==> config.mk <==
export PLATFORM = sky130hd
export DESIGN_NAME = spi_mem_param
export DESIGN_NICKNAME = d
export VERILOG_FILES = /design/src/rtl/spi_mem_param.sv
export SDC_FILE = /design/constraint.sdc
export NUM_CORES = 1
export LEC_CHECK = 0
export CORE_MARGIN = 2
export CORE_UTILIZATION = 45
export CTS_CLUSTER_SIZE = 25
export DETAILED_ROUTE_END_ITERATION = 6
export GPL_ROUTABILITY_DRIVEN = 0
export RECOVER_POWER = 100
export SLEW_MARGIN = 20
export SYNTH_ARGS = -nofsm -noshare
export SYNTH_HDL_FRONTEND = slang
export SYNTH_SLANG_ARGS = --single-unit
==> constraint.sdc <==
create_clock -name clk -period 3.6 [get_ports clk]
set_input_delay 0.54 -clock clk [delete_from_list [all_inputs] [get_ports clk]]
set_output_delay 0.54 -clock clk [all_outputs]
set_load 0.01 [all_outputs]
==> src/rtl/spi_mem_param.sv <==
// SPI mode-0 slave in front of a 2**ADDR_W x DATA_W register file: address, R/W bit, then data.
// Define SPI_MEM_BURST_EN for address auto-increment bursts; without it, one word per chip-select.
module spi_mem_param #(
  parameter int DATA_W        = 8,
  parameter int ADDR_W        = 7,
  parameter int SCLK_MIN_HALF = 6
) (
  input  logic       clk,
  input  logic       reset,
  input  logic       sclk_pin,
  input  logic       cs_pin,
  input  logic       mosi_pin,
  output logic       miso,
  output logic       miso_oe,
  output logic       busy,
  output logic [2:0] state
);

  localparam int CNT_MAX = (ADDR_W + 1 > DATA_W) ? ADDR_W + 1 : DATA_W;
  localparam int CNT_W   = $clog2(CNT_MAX + 1);
  localparam int DEPTH   = 2 ** ADDR_W;

  // Two sync flops plus one edge-detect stage need at least three clk per sclk half-period.
  if (SCLK_MIN_HALF < 3) begin : g_half_check
    $error("spi_mem_param: SCLK_MIN_HALF must be at least 3");
  end

`ifdef SPI_MEM_BURST_EN
  localparam bit BURST_EN = 1'b1;
`else
  localparam bit BURST_EN = 1'b0;
`endif

  typedef enum logic [2:0] {
    IDLE     = 3'd0,
    GET_ADDR = 3'd1,
    RD_LOAD  = 3'd2,
    RD_SHIFT = 3'd3,
    WR_SHIFT = 3'd4,
    WR_STORE = 3'd5,
    DONE     = 3'd6
  } state_t;

  state_t              st, st_n;
  logic [2:0]          sclk_s;
  logic [2:0]          cs_s;
  logic [1:0]          mosi_s;
  logic [CNT_W-1:0]    bit_cnt;
  logic [ADDR_W-1:0]   addr_q;
  logic [DATA_W-1:0]   shreg;
  logic                miso_q;
  logic [DATA_W-1:0]   mem [DEPTH];

  logic sclk_rise, sclk_fall, cs_high, cs_fall, mosi_bit;
  logic last_addr_bit, last_data_bit;

  always_ff @(posedge clk) begin
    if (reset) begin
      sclk_s <= '0;
      cs_s   <= '0;
      mosi_s <= '0;
    end else begin
      sclk_s <= {sclk_s[1:0], sclk_pin};
      cs_s   <= {cs_s[1:0], cs_pin};
      mosi_s <= {mosi_s[0], mosi_pin};
    end
  end

  // Index 1 is the synchronized level; index 2 is only the edge-detect history.
  assign sclk_rise = sclk_s[1] & ~sclk_s[2];
  assign sclk_fall = ~sclk_s[1] & sclk_s[2];
  assign cs_high   = cs_s[1];
  assign cs_fall   = ~cs_s[1] & cs_s[2];
  assign mosi_bit  = mosi_s[1];

  assign last_addr_bit = (bit_cnt == CNT_W'(ADDR_W));
  assign last_data_bit = (bit_cnt == CNT_W'(DATA_W - 1));

  always_comb begin
    st_n = st;
    case (st)
      IDLE:     if (cs_fall) st_n = GET_ADDR;
      GET_ADDR: if (sclk_rise && last_addr_bit) st_n = mosi_bit ? RD_LOAD : WR_SHIFT;
      RD_LOAD:  st_n = RD_SHIFT;
      RD_SHIFT: if (sclk_rise && last_data_bit) st_n = BURST_EN ? RD_LOAD : DONE;
      WR_SHIFT: if (sclk_rise && last_data_bit) st_n = WR_STORE;
      WR_STORE: st_n = BURST_EN ? WR_SHIFT : DONE;
      DONE:     st_n = DONE;
      default:  st_n = IDLE;
    endcase
    if (cs_high) st_n = IDLE;
  end

  always_ff @(posedge clk) begin
    if (reset) begin
      st      <= IDLE;
      bit_cnt <= '0;
      addr_q  <= '0;
      shreg   <= '0;
      miso_q  <= 1'b0;
      miso_oe <= 1'b0;
    end else begin
      st      <= st_n;
      miso_oe <= (st_n == RD_SHIFT);
      if (st_n == IDLE) begin
        // Abort path: any partially shifted word is simply abandoned.
        bit_cnt <= '0;
        miso_q  <= 1'b0;
      end else begin
        case (st)
          GET_ADDR: begin
            if (sclk_rise) begin
              if (last_addr_bit) begin
                bit_cnt <= '0;
              end else begin
                bit_cnt <= bit_cnt + CNT_W'(1);
                addr_q  <= {addr_q[ADDR_W-2:0], mosi_bit};
              end
            end
          end
          RD_LOAD: begin
            shreg  <= mem[addr_q];
            miso_q <= 1'b0;
          end
          RD_SHIFT: begin
            if (sclk_fall) begin
              miso_q <= shreg[DATA_W-1];
              shreg  <= {shreg[DATA_W-2:0], 1'b0};
            end
            if (sclk_rise) begin
              if (last_data_bit) begin
                bit_cnt <= '0;
`ifdef SPI_MEM_BURST_EN
                addr_q  <= addr_q + ADDR_W'(1);
`endif
              end else begin
                bit_cnt <= bit_cnt + CNT_W'(1);
              end
            end
          end
          WR_SHIFT: begin
            if (sclk_rise) begin
              shreg   <= {shreg[DATA_W-2:0], mosi_bit};
              bit_cnt <= last_data_bit ? '0 : bit_cnt + CNT_W'(1);
            end
          end
          WR_STORE: begin
`ifdef SPI_MEM_BURST_EN
            addr_q <= addr_q + ADDR_W'(1);
`endif
          end
          default: ;
        endcase
      end
    end
  end

  // Memory is never reset; the store happens even if cs rises during WR_STORE.
  always_ff @(posedge clk) begin
    if (!reset && st == WR_STORE) mem[addr_q] <= shreg;
  end

  assign miso  = miso_q & miso_oe;
  assign busy  = (st != IDLE);
  assign state = st;

endmodule

==> results of run 1 <==
## critical path: stages, from the launching register on
cell	delay, ps
dfxtp_1	610
nand2_1	210
nor4b_1	270
clkbuf_1	210
nand2_1	350
clkbuf_1	600
nor2_1	240
clkbuf_1	480
## flip-flops by register name, summed over array words and instances, names as in the netlist, named ones only
name and count:
shreg 8, miso_q 1, sclk_s 3, miso_oe 1, addr_q 7, state 3
cs_s 3, mosi_s 2, bit_cnt 4, mem 1024
## metrics by stage
step	hold WS (ps)	cells	setup WS, ps	util
final	416.4	3485	266.9	0.5161
after global routing	413.6	3485	62.73	0.5161
after CTS	391.7	3485	136.6	0.5226
after detailed placement	450.9	3283	167.1	0.4826
after global placement	429.1	3283	232.1	0.4826
after floorplan	413.8	1993	1011	-
## kinds of logic after synthesis
family / count (synthesis) / share of synthesized area
xor+xnor: 1 / 0.0002123
flops: 1063 / 0.7641
mux: 327 / 0.1622
fa+ha+maj: 1 / 0.0003032
buf+inv: 110 / 0.01398
compound gates: 107 / 0.01862
simple gates: 384 / 0.04063
## power by group through the flow
| stage | Sequential (W) | Combinational, W | Clock, W |
|---|---|---|---|
| after floorplan | 0.0136 | 0.0000149 | 0 |
| after global placement | 0.0136 | 0.0000255 | 0 |
| after detailed placement | 0.0136 | 0.0000261 | 0 |
| after CTS | 0.0133 | 0.0000264 | 0.0116 |
| after global routing | 0.0133 | 0.0000280 | 0.0121 |
| final | 0.0133 | 0.0000257 | 0.0114 |
## routing by layer
metal,part of all wire,GRT usage
met3,0.071,0.03535
met4,0.023,0.06031
met5,0.00027,0
met1,0.42,0.3053
met2,0.49,0.3433
## Yosys cell counts, drive strengths merged (2+ instances only)
| cell | count | area (sq um) |
|---|---|---|
| a2111oi | 14 | 122.6 |
| a211oi | 16 | 120.1 |
| a21oi | 11 | 55.05 |
| a22oi | 6 | 45.04 |
| a31oi | 24 | 150.1 |
| and2 | 4 | 25.02 |
| and3 | 8 | 50.05 |
| buf | 64 | 404.1 |
| clkbuf | 42 | 157.7 |
| dfxtp | 39 | 780.8 |
| edfxtp | 1024 | 30750 |
| inv | 4 | 15.01 |
| mux2 | 2 | 22.52 |
| mux2i | 52 | 520.5 |
| mux4 | 273 | 6148 |
| nand2 | 99 | 371.6 |
| nand2b | 4 | 25.02 |
| nand3 | 10 | 50.05 |
| nand4 | 2 | 12.51 |
| nor2 | 191 | 716.9 |
| nor2b | 38 | 237.7 |
| nor3 | 5 | 30.03 |
| nor3b | 3 | 22.52 |
| nor4 | 11 | 68.82 |
| o2111ai | 8 | 70.07 |
| o21ai | 10 | 50.04 |
| o22ai | 2 | 12.51 |
| o41ai | 7 | 61.31 |
| or3 | 2 | 12.51 |
| or4 | 3 | 22.52 |
## layout make-up
cell class | instances | area, sq um | share of cell area
Multi-Input combinational cell | 820 | 9154 | 0.1944
Timing Repair Buffer | 210 | 1235 | 0.02622
Sequential cell | 1063 | 31550 | 0.6700
Inverter | 4 | 15.01 | 0.0003188
Clock buffer | 129 | 2854 | 0.06060
Tap cell | 1186 | 1484 | 0.03151
Clock inverter | 73 | 799.5 | 0.01698
## worst paths after layout
kind,cells past startpoint,to
setup / recovery,7,mem[51][1]$_DFFE_PP_
setup reg to reg,7,mem[51][1]$_DFFE_PP_
hold / removal,2,mosi_s[0]$_SDFF_PP0_
hold reg to reg,1,sclk_s[1]$_SDFF_PP0_
==> key figures, run 1 <==
Place
  – Dpl cell area: 44030 sq um
  – Buffers added on ports: 10
  – Hpwl dp: 61330 microns

Global routing
  – First-pass GRT wire length: 146100 microns
  – Vias in the first global route: 20940
  – Antenna violations before repair: 2
  – Largest net degree at the start of global routing: 89
  – Remaining Overflow, GRT: 0
  – GRT Util Overall: 0.2138

Layout
  – ANT cells: 0
  – Layout cells sized above 1: 0.2240
  – Fill count: 7212
  – Most common cell after layout, fill and taps aside: edfxtp_1
  – Most frequent cells in the layout: 1024 x edfxtp_1, 273 x mux4_2, 191 x nor2_1, 153 x clkbuf_1, 110 x clkbuf_16
  – NumNets Final: 2214
  – Fin area: 47090 sq um
  – Syn-to-layout area delta: 14.13%

Run status
  – Status: finished with violations
  – Failing checks: capacitance limit, slew limit

Detailed routing
  – WL/cell: 28.43 microns
  – Antenna-violating nets left: 0
  – Vias: 20580
  – Final WL: 99090 microns
  – DR vias/cell: 5.906
  – First-pass iteration count of the detailed router: 5
  – DRC violations left: 0
  – Starting DRC count in detailed routing: 2253

Pwr
  – Pwr dens: 526.5 nW/um^2
  – Logic pwr share: 0.001
  – P_leak: 16.22 nW
  – Total power: 0.02479 W
  – Max IR drop VDD: 0.3596 mV
  – Sequential share of power: 0.538
  – Switching power: 0.004755 W
  – Internal: 0.02004 W
  – Sw frac: 0.1918
  – Clock share of power: 0.461

Timing
  – Slew headroom: -0.8088
  – F_max: 300.0 MHz
  – Worst slew pin tran: 2713 ps
  – RSZ-0062 raised after global routing: false
  – Setup Viol. Count Final: 0
  – Worst Skew: 43.62 ps
  – Final worst path period need: 3333 ps
  – Final hold violation count: 0
  – Setup TNS: 0 ps
  – Final Slew Violations: 521
  – Period Utilization, post-route: 0.9259

Die
  – Std cell rows: 111
  – Initial Utilization: 0.4522
  – Die Ht: 306.8 microns
  – Die X: 306.8 microns
  – Io pins: 11
  – Die area: 94140 sq um
  – Core area: 91250 sq um

Clock network
  – Post-CTS resize count: 0
  – Root Driver: clkbuf_16
  – Clock Tree Buf Depth: 3
  – CTS tree: done
  – Worst skew pair latency: 690 ps
  – Post-CTS setup buffers: 0
  – Clock Sinks: 1063
  – Clk pin slew, worst setup/hold paths: 60 ps
  – H-tree Lvls: 3
  – Post-CTS Hold Fix Bufs: 0
  – CTS Buf Count: 109

Worst setup path
  – Crit start category: flip-flop
  – Critical path capture point type: flip-flop
  – CP max FO: 16
  – Reg2reg start: state[2]$_SDFF_PP0_
  – Worst setup path class: reg -> reg
  – CP arrival: 3650 ps
  – Origin of the worst setup path: state[2]$_SDFF_PP0_
  – Worst Path Required: 3920 ps
  – Worst R2R Setup Slack: 270 ps

Hold path
  – Worst Hold Class: in -> reg
  – Worst min-delay path startpoint: mosi_pin

Synthesis
  – Syn nets: 1999
  – Post-Syn Area per Cell: 20.70 sq um
  – Most used DFF post-synth: edfxtp_1
  – Async set-reset flop share out of synthesis: 0
  – Post-Syn Instances: 1993
  – Fraction of the yosys area taken by sequential cells: 0.7641
  – Synth warnings: 0
  – Distinct cells, synth: 52
  – Synthesized flop and latch total: 1063
  – Post-Synthesis Cell Area: 41260 sq um
  – Number of synthesized flops with an enable pin: 1024

Job
  – Max_cap viols: 13
Note: power is estimated with default switching activity, not from simulation.
==> run 2, diff against run 1 <==
GPL_TIMING_DRIVEN = 1   (was unset)
==> results of run 2 <==
No change in the layout: final DEF, timing and power equal those of run 1.
==> run 3, diff against run 2 <==
CAP_MARGIN = 10   (was unset)
==> results of run 3 <==
No change in the layout: final DEF, timing and power equal those of run 1.
